--- src/rtl/vga_timing_gen_pkg.sv ---
// Shared VGA timing defaults, sync polarities and counter widths.
// Used by the timing generator and by the capture-side logic that feeds LOCK_IN.
package vga_timing_gen_pkg;

    localparam int H_CNT_W     = 10;
    localparam int V_CNT_W     = 10;
    localparam int FRAME_CNT_W = 6;

    // 640x480 @ 60 Hz with a 25.175 MHz pixel clock
    localparam int DEF_H_VISIBLE     = 640;
    localparam int DEF_H_FRONT_PORCH = 16;
    localparam int DEF_H_SYNC_PULSE  = 96;
    localparam int DEF_H_BACK_PORCH  = 48;
    localparam int DEF_H_TOTAL       = 800;

    localparam int DEF_V_VISIBLE     = 480;
    localparam int DEF_V_FRONT_PORCH = 10;
    localparam int DEF_V_SYNC_PULSE  = 2;
    localparam int DEF_V_BACK_PORCH  = 33;
    localparam int DEF_V_TOTAL       = 525;

    localparam logic DEF_HS_POL = 1'b0;
    localparam logic DEF_VS_POL = 1'b0;

    localparam int DEF_LOCK_LINE  = 12;
    localparam int DEF_FRAME_RATE = 60;

    // Wrap length for a line or frame; an inconsistent total falls back to the segment sum.
    function automatic int period_len(input int visible, input int front, input int sync,
                                      input int back, input int total);
        return (visible + front + sync + back == total) ? total : visible + front + sync + back;
    endfunction

endpackage

--- src/rtl/vga_timing_gen_sync_counter.sv ---
// Wrap counter with optional load and a sync-window flag; one instance for H, one for V.
module sync_counter
    import vga_timing_gen_pkg::*;
#(
    parameter int WIDTH      = H_CNT_W,
    parameter int TOTAL      = DEF_H_TOTAL,
    parameter int SYNC_START = DEF_H_VISIBLE + DEF_H_FRONT_PORCH,
    parameter int SYNC_LEN   = DEF_H_SYNC_PULSE
) (
    input  logic             clk,
    input  logic             srst,
    input  logic             advance,
    input  logic             load,
    input  logic [WIDTH-1:0] load_value,
    output logic [WIDTH-1:0] count,
    output logic             at_last,
    output logic             in_sync
);

    localparam logic [WIDTH-1:0] LAST    = WIDTH'(TOTAL - 1);
    localparam logic [WIDTH-1:0] SYNC_LO = WIDTH'(SYNC_START);
    localparam logic [WIDTH-1:0] SYNC_HI = WIDTH'(SYNC_START + SYNC_LEN);

    logic [WIDTH-1:0] count_reg;
    logic [WIDTH-1:0] count_next;

    always_comb begin
        count_next = count_reg;
        if (advance) begin
            if (load) begin
                count_next = load_value;
            end else if (count_reg == LAST) begin
                count_next = '0;
            end else begin
                count_next = count_reg + 1'b1;
            end
        end
    end

    always_ff @(posedge clk) begin
        if (srst) begin
            count_reg <= '0;
        end else begin
            count_reg <= count_next;
        end
    end

    assign count   = count_reg;
    assign at_last = (count_reg == LAST);
    assign in_sync = (count_reg >= SYNC_LO) && (count_reg < SYNC_HI);

endmodule

--- src/rtl/vga_timing_gen.sv ---
// VGA raster timing generator: registered syncs, active-area coordinates,
// frame-start strobe, line re-alignment on LOCK_IN and a frame-rate toggle.
module vga_timing_gen
    import vga_timing_gen_pkg::*;
#(
    parameter int   H_VISIBLE     = DEF_H_VISIBLE,
    parameter int   H_FRONT_PORCH = DEF_H_FRONT_PORCH,
    parameter int   H_SYNC_PULSE  = DEF_H_SYNC_PULSE,
    parameter int   H_BACK_PORCH  = DEF_H_BACK_PORCH,
    parameter int   H_TOTAL       = DEF_H_TOTAL,
    parameter int   V_VISIBLE     = DEF_V_VISIBLE,
    parameter int   V_FRONT_PORCH = DEF_V_FRONT_PORCH,
    parameter int   V_SYNC_PULSE  = DEF_V_SYNC_PULSE,
    parameter int   V_BACK_PORCH  = DEF_V_BACK_PORCH,
    parameter int   V_TOTAL       = DEF_V_TOTAL,
    parameter logic HS_POL        = DEF_HS_POL,
    parameter logic VS_POL        = DEF_VS_POL,
    parameter int   LOCK_LINE     = DEF_LOCK_LINE,
    parameter int   FRAME_RATE    = DEF_FRAME_RATE
) (
    input  logic       v_clk,
    input  logic       reset,
    input  logic       enable,
    input  logic       lock_in,
    output logic       v_hs,
    output logic       v_vs,
    output logic [9:0] v_x,
    output logic [8:0] v_y,
    output logic       v_visible,
    output logic       frame_start,
    output logic       locked,
    output logic       pulse_1hz
);

    localparam int H_LEN = period_len(H_VISIBLE, H_FRONT_PORCH, H_SYNC_PULSE, H_BACK_PORCH, H_TOTAL);
    localparam int V_LEN = period_len(V_VISIBLE, V_FRONT_PORCH, V_SYNC_PULSE, V_BACK_PORCH, V_TOTAL);

    localparam logic [H_CNT_W-1:0]     H_VIS_L    = H_CNT_W'(H_VISIBLE);
    localparam logic [V_CNT_W-1:0]     V_VIS_L    = V_CNT_W'(V_VISIBLE);
    localparam logic [V_CNT_W-1:0]     LOCK_L     = V_CNT_W'(LOCK_LINE);
    localparam logic [FRAME_CNT_W-1:0] FRAME_LAST = FRAME_CNT_W'(FRAME_RATE - 1);

    logic [H_CNT_W-1:0]     h_count;
    logic [V_CNT_W-1:0]     v_count;
    logic [V_CNT_W-1:0]     v_inc;
    logic                   h_last, v_last, h_in_sync, v_in_sync;
    logic                   h_wrap, frame_wrap, lock_edge, load_lock, visible_now;
    logic                   lock_in_reg, lock_pending_reg, lock_pending_next;
    logic                   locked_reg, pulse_reg;
    logic [FRAME_CNT_W-1:0] frame_cnt_reg;
    logic                   hs_reg, vs_reg, visible_reg, frame_start_reg;
    logic [9:0]             x_reg;
    logic [8:0]             y_reg;

    sync_counter #(
        .WIDTH      (H_CNT_W),
        .TOTAL      (H_LEN),
        .SYNC_START (H_VISIBLE + H_FRONT_PORCH),
        .SYNC_LEN   (H_SYNC_PULSE)
    ) u_h_counter (
        .clk        (v_clk),
        .srst       (reset),
        .advance    (enable),
        .load       (1'b0),
        .load_value ('0),
        .count      (h_count),
        .at_last    (h_last),
        .in_sync    (h_in_sync)
    );

    sync_counter #(
        .WIDTH      (V_CNT_W),
        .TOTAL      (V_LEN),
        .SYNC_START (V_VISIBLE + V_FRONT_PORCH),
        .SYNC_LEN   (V_SYNC_PULSE)
    ) u_v_counter (
        .clk        (v_clk),
        .srst       (reset),
        .advance    (h_wrap),
        .load       (lock_pending_reg),
        .load_value (LOCK_L),
        .count      (v_count),
        .at_last    (v_last),
        .in_sync    (v_in_sync)
    );

    assign h_wrap      = enable & h_last;
    assign frame_wrap  = h_wrap & v_last;
    assign v_inc       = v_last ? '0 : v_count + 1'b1;
    assign lock_edge   = lock_in & ~lock_in_reg;
    assign load_lock   = h_wrap & lock_pending_reg;
    assign visible_now = enable && (h_count < H_VIS_L) && (v_count < V_VIS_L);

    // A pending request is consumed at the wrap; edges arriving meanwhile merge into it.
    assign lock_pending_next = lock_pending_reg ? ~h_wrap : lock_edge;

    always_ff @(posedge v_clk) begin
        if (reset) begin
            lock_in_reg      <= 1'b0;
            lock_pending_reg <= 1'b0;
            locked_reg       <= 1'b0;
            frame_cnt_reg    <= '0;
            pulse_reg        <= 1'b0;
            hs_reg           <= ~HS_POL;
            vs_reg           <= ~VS_POL;
            visible_reg      <= 1'b0;
            frame_start_reg  <= 1'b0;
            x_reg            <= '0;
            y_reg            <= '0;
        end else begin
            lock_in_reg      <= lock_in;
            lock_pending_reg <= lock_pending_next;
            if (load_lock) begin
                locked_reg <= (v_inc == LOCK_L);
            end
            if (frame_wrap) begin
                if (frame_cnt_reg == FRAME_LAST) begin
                    frame_cnt_reg <= '0;
                    pulse_reg     <= ~pulse_reg;
                end else begin
                    frame_cnt_reg <= frame_cnt_reg + 1'b1;
                end
            end
            // Output stage lags the counters by exactly one cycle.
            hs_reg          <= (enable && h_in_sync) ? HS_POL : ~HS_POL;
            vs_reg          <= (enable && v_in_sync) ? VS_POL : ~VS_POL;
            visible_reg     <= visible_now;
            x_reg           <= visible_now ? h_count : '0;
            y_reg           <= visible_now ? v_count[8:0] : '0;
            frame_start_reg <= enable && (h_count == '0) && (v_count == '0);
        end
    end

    assign v_hs        = hs_reg;
    assign v_vs        = vs_reg;
    assign v_x         = x_reg;
    assign v_y         = y_reg;
    assign v_visible   = visible_reg;
    assign frame_start = frame_start_reg;
    assign locked      = locked_reg;
    assign pulse_1hz   = pulse_reg;

endmodule

--- config.mk ---
export PLATFORM = sky130hd
export DESIGN_NAME = vga_timing_gen
export DESIGN_NICKNAME = d
export VERILOG_FILES = /design/src/rtl/vga_timing_gen_pkg.sv /design/src/rtl/vga_timing_gen_sync_counter.sv /design/src/rtl/vga_timing_gen.sv
export SDC_FILE = /design/constraint.sdc
export NUM_CORES = 1
export LEC_CHECK = 0
export CORE_MARGIN = 4
export CORE_UTILIZATION = 40
export DETAILED_ROUTE_END_ITERATION = 8
export SKIP_CTS_REPAIR_TIMING = 1
export SYNTH_ARGS = -nofsm -noshare
export SYNTH_HDL_FRONTEND = slang
export SYNTH_HIERARCHICAL = 1
export SYNTH_SLANG_ARGS = --single-unit
--- constraint.sdc ---
create_clock -name v_clk -period 6.6 [get_ports v_clk]
set_input_delay 1.32 -clock v_clk [delete_from_list [all_inputs] [get_ports v_clk]]
set_output_delay 1.32 -clock v_clk [all_outputs]
set_load 0.03 [all_outputs]
==> results.sh, run 1 <==
export IMPL_use_met3_pct=2.838
export IMPL_routabilityCongestion=0.8360
export IMPL_wire_per_inst_um=14.10
export IMPL_p_per_area_nw_per_um2=183.8
export IMPL_max_freq_mhz=291.2
export IMPL_ys_ff_latch=53
export IMPL_start_util_pct=41.85
export IMPL_leakagePower_nw=1.108
export IMPL_synth_top_cell_area_share_pct=39.48
export IMPL_fp_coreArea_um2=6422
export IMPL_setup_viol=0
export IMPL_rows=29
export IMPL_critPathMaxFanout=26
export IMPL_numCtsBuffers=5
export IMPL_antenna_cells=0
export IMPL_synth_fa_ha_area_share_pct=3.724
export IMPL_min_delay_path_depth=2
export IMPL_crit_type="input port to flip-flop"
export IMPL_dieWidth_um=89.97
export IMPL_reg2reg_slack_ps=3790
export IMPL_setup_slack_ps=3166
export IMPL_hp_start="frame_cnt_reg[2]"
export IMPL_synth_simple_area_share_pct=29.93
export IMPL_drv_cap=0
export IMPL_finish_utilization_pct=49.46
export IMPL_grt_max_degree=33
export IMPL_cts_max_level=2
export IMPL_rsz0062_at_grt="no"
export IMPL_period_share_pct=52.02
export IMPL_seq_area_frac_synth_pct=39.48
export IMPL_crit_required_ps=6860
export IMPL_final_nets=368
export IMPL_min_path_type="flip-flop to flip-flop"
export IMPL_synth_top_cell_by_area="dfxtp_1"
export IMPL_routed_wl_um=6119
export IMPL_grtUsageMet1_pct=19.76
export IMPL_clock_sinks=53
export IMPL_synthXorXnorAreaFrac_pct=2.281
export IMPL_ys_flop_type="dfxtp_1"
export IMPL_holdPathEnd="frame_cnt_reg[2]"
export IMPL_busiest_layer="met2"
export IMPL_pre_cts_ws_ps=2834
export IMPL_synth_top_family_by_area="simple AND/OR/NAND/NOR gates"
export IMPL_status="completed"
export IMPL_avgSynthCellArea_um2=8.478
export IMPL_end_kind="flip-flop"
export IMPL_synth_compound_area_share_pct=18.81
export IMPL_yosys_warnings=6
export IMPL_drc_errors=0
export IMPL_synth_area_leaders="dfxtp_1 (39%), and2_1 (4.2%), nand2_1 (4.1%)"
export IMPL_reg2reg_from="u_v_counter/count[0]"
export IMPL_max_slew_margin_pct=44.63
export IMPL_fin_skew_ps=6.652
export IMPL_firstDrtPassIters=4
export IMPL_r2r_cells=9
export IMPL_critPathLaunchType="input port"
export IMPL_grt_antenna_before_repair=0
export IMPL_arrival_ps=3700
export IMPL_synthArstFlopShare_pct=0
export IMPL_clk_root_buffer_cell="clkbuf_8"
export IMPL_final_cell_mix="dfxtp_1 (53), nand2_1 (29), clkdlybuf4s50_1 (28), conb_1 (21), nand3_1 (20)"
export IMPL_cts_path_max_buffers=2
export IMPL_synth_area_um2=2688
export IMPL_post_dp_hpwl_um=4103
export IMPL_die_h_um=89.97
export IMPL_die_area_um2=8095
export IMPL_grt_pass1_vias=2086
export IMPL_setup_tns_ps=0
export IMPL_synthMuxAreaShare_pct=1.117
export IMPL_synth_edff_count=0
export IMPL_io_pins=29
export IMPL_final_antenna_net_count=0
export IMPL_grt_util_met2_pct=25.19
export IMPL_mostFrequentLayoutCell="dfxtp_1"
export IMPL_grt_pass1_wl_um=10230
export IMPL_period_minus_slack_ps=3434
export IMPL_clk_latency_ps=310
export IMPL_slew_viol_final=0
export IMPL_final_layout_size_suffix_gt1_share_pct=6.162
export IMPL_dr_first_iter_drc_count=93
export IMPL_cts_tree="done"
export IMPL_synth_distinct_cells=59
export IMPL_syn_to_final_growth_pct=18.20
export IMPL_worstMarginPinSlew_ps=829.5
export IMPL_reg2reg_to="frame_cnt_reg[3]"
export IMPL_syn_inst=317
export IMPL_via_per_inst=5.472
export IMPL_vias=2375
export IMPL_clkTransAtPathRegs_ps=100
export IMPL_io_buffers=28
export IMPL_hold_violations=0
export IMPL_grt_ovfl_total=0
export IMPL_grtUsageTotal_pct=15.11
export IMPL_ir_drop_mv=0.1069
final cells by class:
type | instances | area [um2]
clock buffer | 5 | 68.82
timing repair buffer | 29 | 287.8
multi-input combinational | 254 | 1580
clock inverter | 3 | 33.78
inverter | 13 | 48.80
sequential | 53 | 1061
fill | 619 | 3246
tap | 77 | 96.34
metal layers:
layer	part of all wire (%)	up-vias	routed length [um]
met5	0	-	0
met4	1.2	0	74
met3	4.0	8	246
met2	48	50	2939
met1	47	1116	2859
li1	-	1201	-
critical path, stage by stage:
cell,delay (ps)
clkdlybuf4s50_1,990
nand2_1,160
inv_1,480
nand3_1,160
a2111oi_1,410
a31o_1,180
through the flow:
| step | total power, mW | std cells | hold slack, ps | instance area (um2) |
|---|---|---|---|---|
| floorplan | 0.3780 | 336 | 473.5 | 2759 |
| global placement | 0.3920 | 426 | 497.6 | 3074 |
| detailed placement | 0.3926 | 426 | 509.4 | 3074 |
| CTS | 0.5910 | 434 | 528.2 | 3177 |
| global route | 0.6092 | 434 | 559.3 | 3177 |
| finish | 0.5840 | 434 | 523.2 | 3177 |
power breakdown:
group / internal (mW) / total, mW / switching (mW)
Sequential: 0.327 / 0.339 / 0.0125
Clock: 0.0793 / 0.198 / 0.119
Combinational: 0.0199 / 0.0470 / 0.0271
worst max path at each step:
stage / from / endpoint / depth (start not counted) / slack [ps]
after global routing: enable / locked / 6 / 2890
after CTS: enable / locked / 6 / 3160
after global placement: enable / locked / 6 / 2920
after floorplan: u_v_counter/count[0] / pulse_1hz / 10 / 4220
final: enable / locked / 6 / 3170
after detailed placement: enable / locked / 6 / 2830
logic make-up (layout without fill, tap and decap cells):
kind of cell / Yosys count / in the layout
multiplexers: 3 / 3
adder cells (fa/ha/maj): 8 / 8
AND/OR/NAND/NOR: 143 / 143
XOR/XNOR: 7 / 7
buffers and inverters: 29 / 50
other: 2 / 21
flip-flops: 53 / 53
AO/OA/AOI/OAI: 72 / 72
cells in the mapped netlist, drive strengths merged (3+ instances only):
library cell,count
a211oi,5
a21oi,18
a22oi,7
a31oi,7
and2,19
and3,7
and4,3
buf,6
clkbuf,10
dfxtp,53
ha,8
inv,13
mux2i,3
nand2,31
nand2b,6
nand3,21
nand4,6
nor2,16
nor2b,5
nor3,5
nor4,6
o21ai,14
o311ai,3
o31ai,4
o41ai,4
or3,3
xnor2,3
xor2,4
Note: power is estimated with default switching activity, not from simulation.
==> run 2: changes to the inputs <==
Clock period 6.6 ns to 2.8 ns, I/O delays scaled along.
==> run 2 against run 1 <==
Count of clock-buffer cells in the layout did not move. Global-route usage rose by 0.46 points. Clock power rose by 140%. Cell area rose by 3.5%. Sequential share of layout area fell by 1.1 points. Clock skew rose by 6.2 ps. Non-clock buffer count rose by 15. Critical endpoint is now pulse_1hz.
==> results.sh, run 2 (synthesis results as in run 1) <==
export IMPL_status="completed"
export IMPL_wire_per_inst_um=13.94
export IMPL_multi_input_area_um2=1580
export IMPL_leakagePower_nw=1.186
export IMPL_final_layout_size_suffix_gt1_share_pct=9.946
export IMPL_numCtsBuffers=5
export IMPL_seq_area_um2=1061
export IMPL_setup_viol=0
export IMPL_holdPathEnd="frame_cnt_reg[2]"
export IMPL_fin_skew_ps=12.85
export IMPL_die_area_um2=8095
export IMPL_start_util_pct=41.85
export IMPL_rsz0062_at_grt="no"
export IMPL_final_antenna_net_count=0
export IMPL_reg2reg_to="pulse_1hz"
export IMPL_clock_sinks=53
export IMPL_period_minus_slack_ps=2568
export IMPL_end_kind="flip-flop"
export IMPL_total_power_mw=1.382
export IMPL_grt_max_degree=25
export IMPL_r2r_cells=9
export IMPL_crit_required_ps=3010
export IMPL_fp_coreArea_um2=6422
export IMPL_p_per_area_nw_per_um2=420.2
export IMPL_fill_cells=630
export IMPL_syn_to_final_growth_pct=22.39
export IMPL_reg2reg_from="u_v_counter/count[0]"
export IMPL_grt_pass1_vias=2226
export IMPL_via_per_inst=5.343
export IMPL_min_delay_path_depth=2
export IMPL_antenna_cells=0
export IMPL_clk_latency_ps=310
export IMPL_cts_tree="done"
export IMPL_reg2reg_slack_ps=230
export IMPL_grtUsageTotal_pct=15.57
export IMPL_hp_start="frame_cnt_reg[2]"
export IMPL_cp_startpoint="u_v_counter/count[0]"
export IMPL_finalNonFillerCells=449
export IMPL_final_nets=383
export IMPL_setup_tns_ps=0
export IMPL_critPathLaunchType="flip-flop"
export IMPL_die_h_um=89.97
export IMPL_cts_path_max_buffers=2
export IMPL_crit_type="flip-flop to flip-flop"
export IMPL_placedCellCount=441
export IMPL_dr_first_iter_drc_count=97
export IMPL_io_pins=29
export IMPL_critPathMaxFanout=5
export IMPL_ir_drop_mv=0.2128
export IMPL_drc_errors=0
export IMPL_arrival_ps=2780
export IMPL_final_cell_mix="dfxtp_1 (53), nand2_1 (29), clkdlybuf4s50_1 (28), conb_1 (21), nand3_1 (20)"
export IMPL_grt_pass1_wl_um=10640
export IMPL_dieWidth_um=89.97
export IMPL_io_buffers=28
export IMPL_mostFrequentLayoutCell="dfxtp_1"
export IMPL_clkTransAtPathRegs_ps=100
export IMPL_slew_viol_final=0
export IMPL_timing_hold_ws_ps=522.0
export IMPL_routed_wl_um=6259
export IMPL_grt_ovfl_total=0
export IMPL_period_share_pct=91.72
export IMPL_hold_violations=0
export IMPL_max_freq_mhz=389.4
export IMPL_clk_root_buffer_cell="clkbuf_8"
export IMPL_routabilityCongestion=0.8394
export IMPL_min_path_type="flip-flop to flip-flop"
export IMPL_grt_antenna_before_repair=0
export IMPL_post_dp_hpwl_um=4426
export IMPL_firstDrtPassIters=4
export IMPL_rows=29
export IMPL_drv_cap=0
export IMPL_cts_max_level=2
export IMPL_vias=2399
## run 2: layout make-up
cell class | instances | share of cell area (%)
tap | 77 | 2.929
clock inverter | 3 | 1.027
sequential | 53 | 32.26
timing repair buffer | 44 | 12.17
multi-input combinational | 254 | 48.04
inverter | 13 | 1.483
clock buffer | 5 | 2.092
## run 2: power breakdown
group | total, mW | internal, mW | switching (mW)
clock | 0.468 | 0.187 | 0.281
combinational | 0.124 | 0.0511 | 0.0729
sequential | 0.790 | 0.770 | 0.0204
total | 1.38 | 1.01 | 0.374
## run 2: worst max-delay path, stage by stage (launching register included)
cell	delay (ps)
dfxtp_1	330
inv_1	120
ha_1	170
or4b_4	460
nor4_1	350
and3_1	340
nand3_2	110
or3_1	390
xor2_1	150
nor2_1	50
## run 2: how the worst max path moves through the flow
stage | slack [ps] | to
floorplan | 420 | pulse_1hz
global placement | 370 | pulse_1hz
detailed placement | 260 | frame_cnt_reg[3]
CTS | 240 | pulse_1hz
global route | 120 | pulse_1hz
finish | 230 | pulse_1hz
## run 2: metal layers
layer	global-route usage [%]	routed length [um]
met5	0	0
met4	4.974	118
met3	2.588	269
met2	25.75	2859
met1	20.76	3011
## run 2: stage by stage
stage               util (%)  worst slack (ps)  area (um2)
finish                 51.22             231.8        3289
global route           51.22             119.0        3289
CTS                    51.22             244.3        3289
detailed placement     49.62             255.1        3187
global placement       49.62             373.8        3187
floorplan                  -             423.6        2759
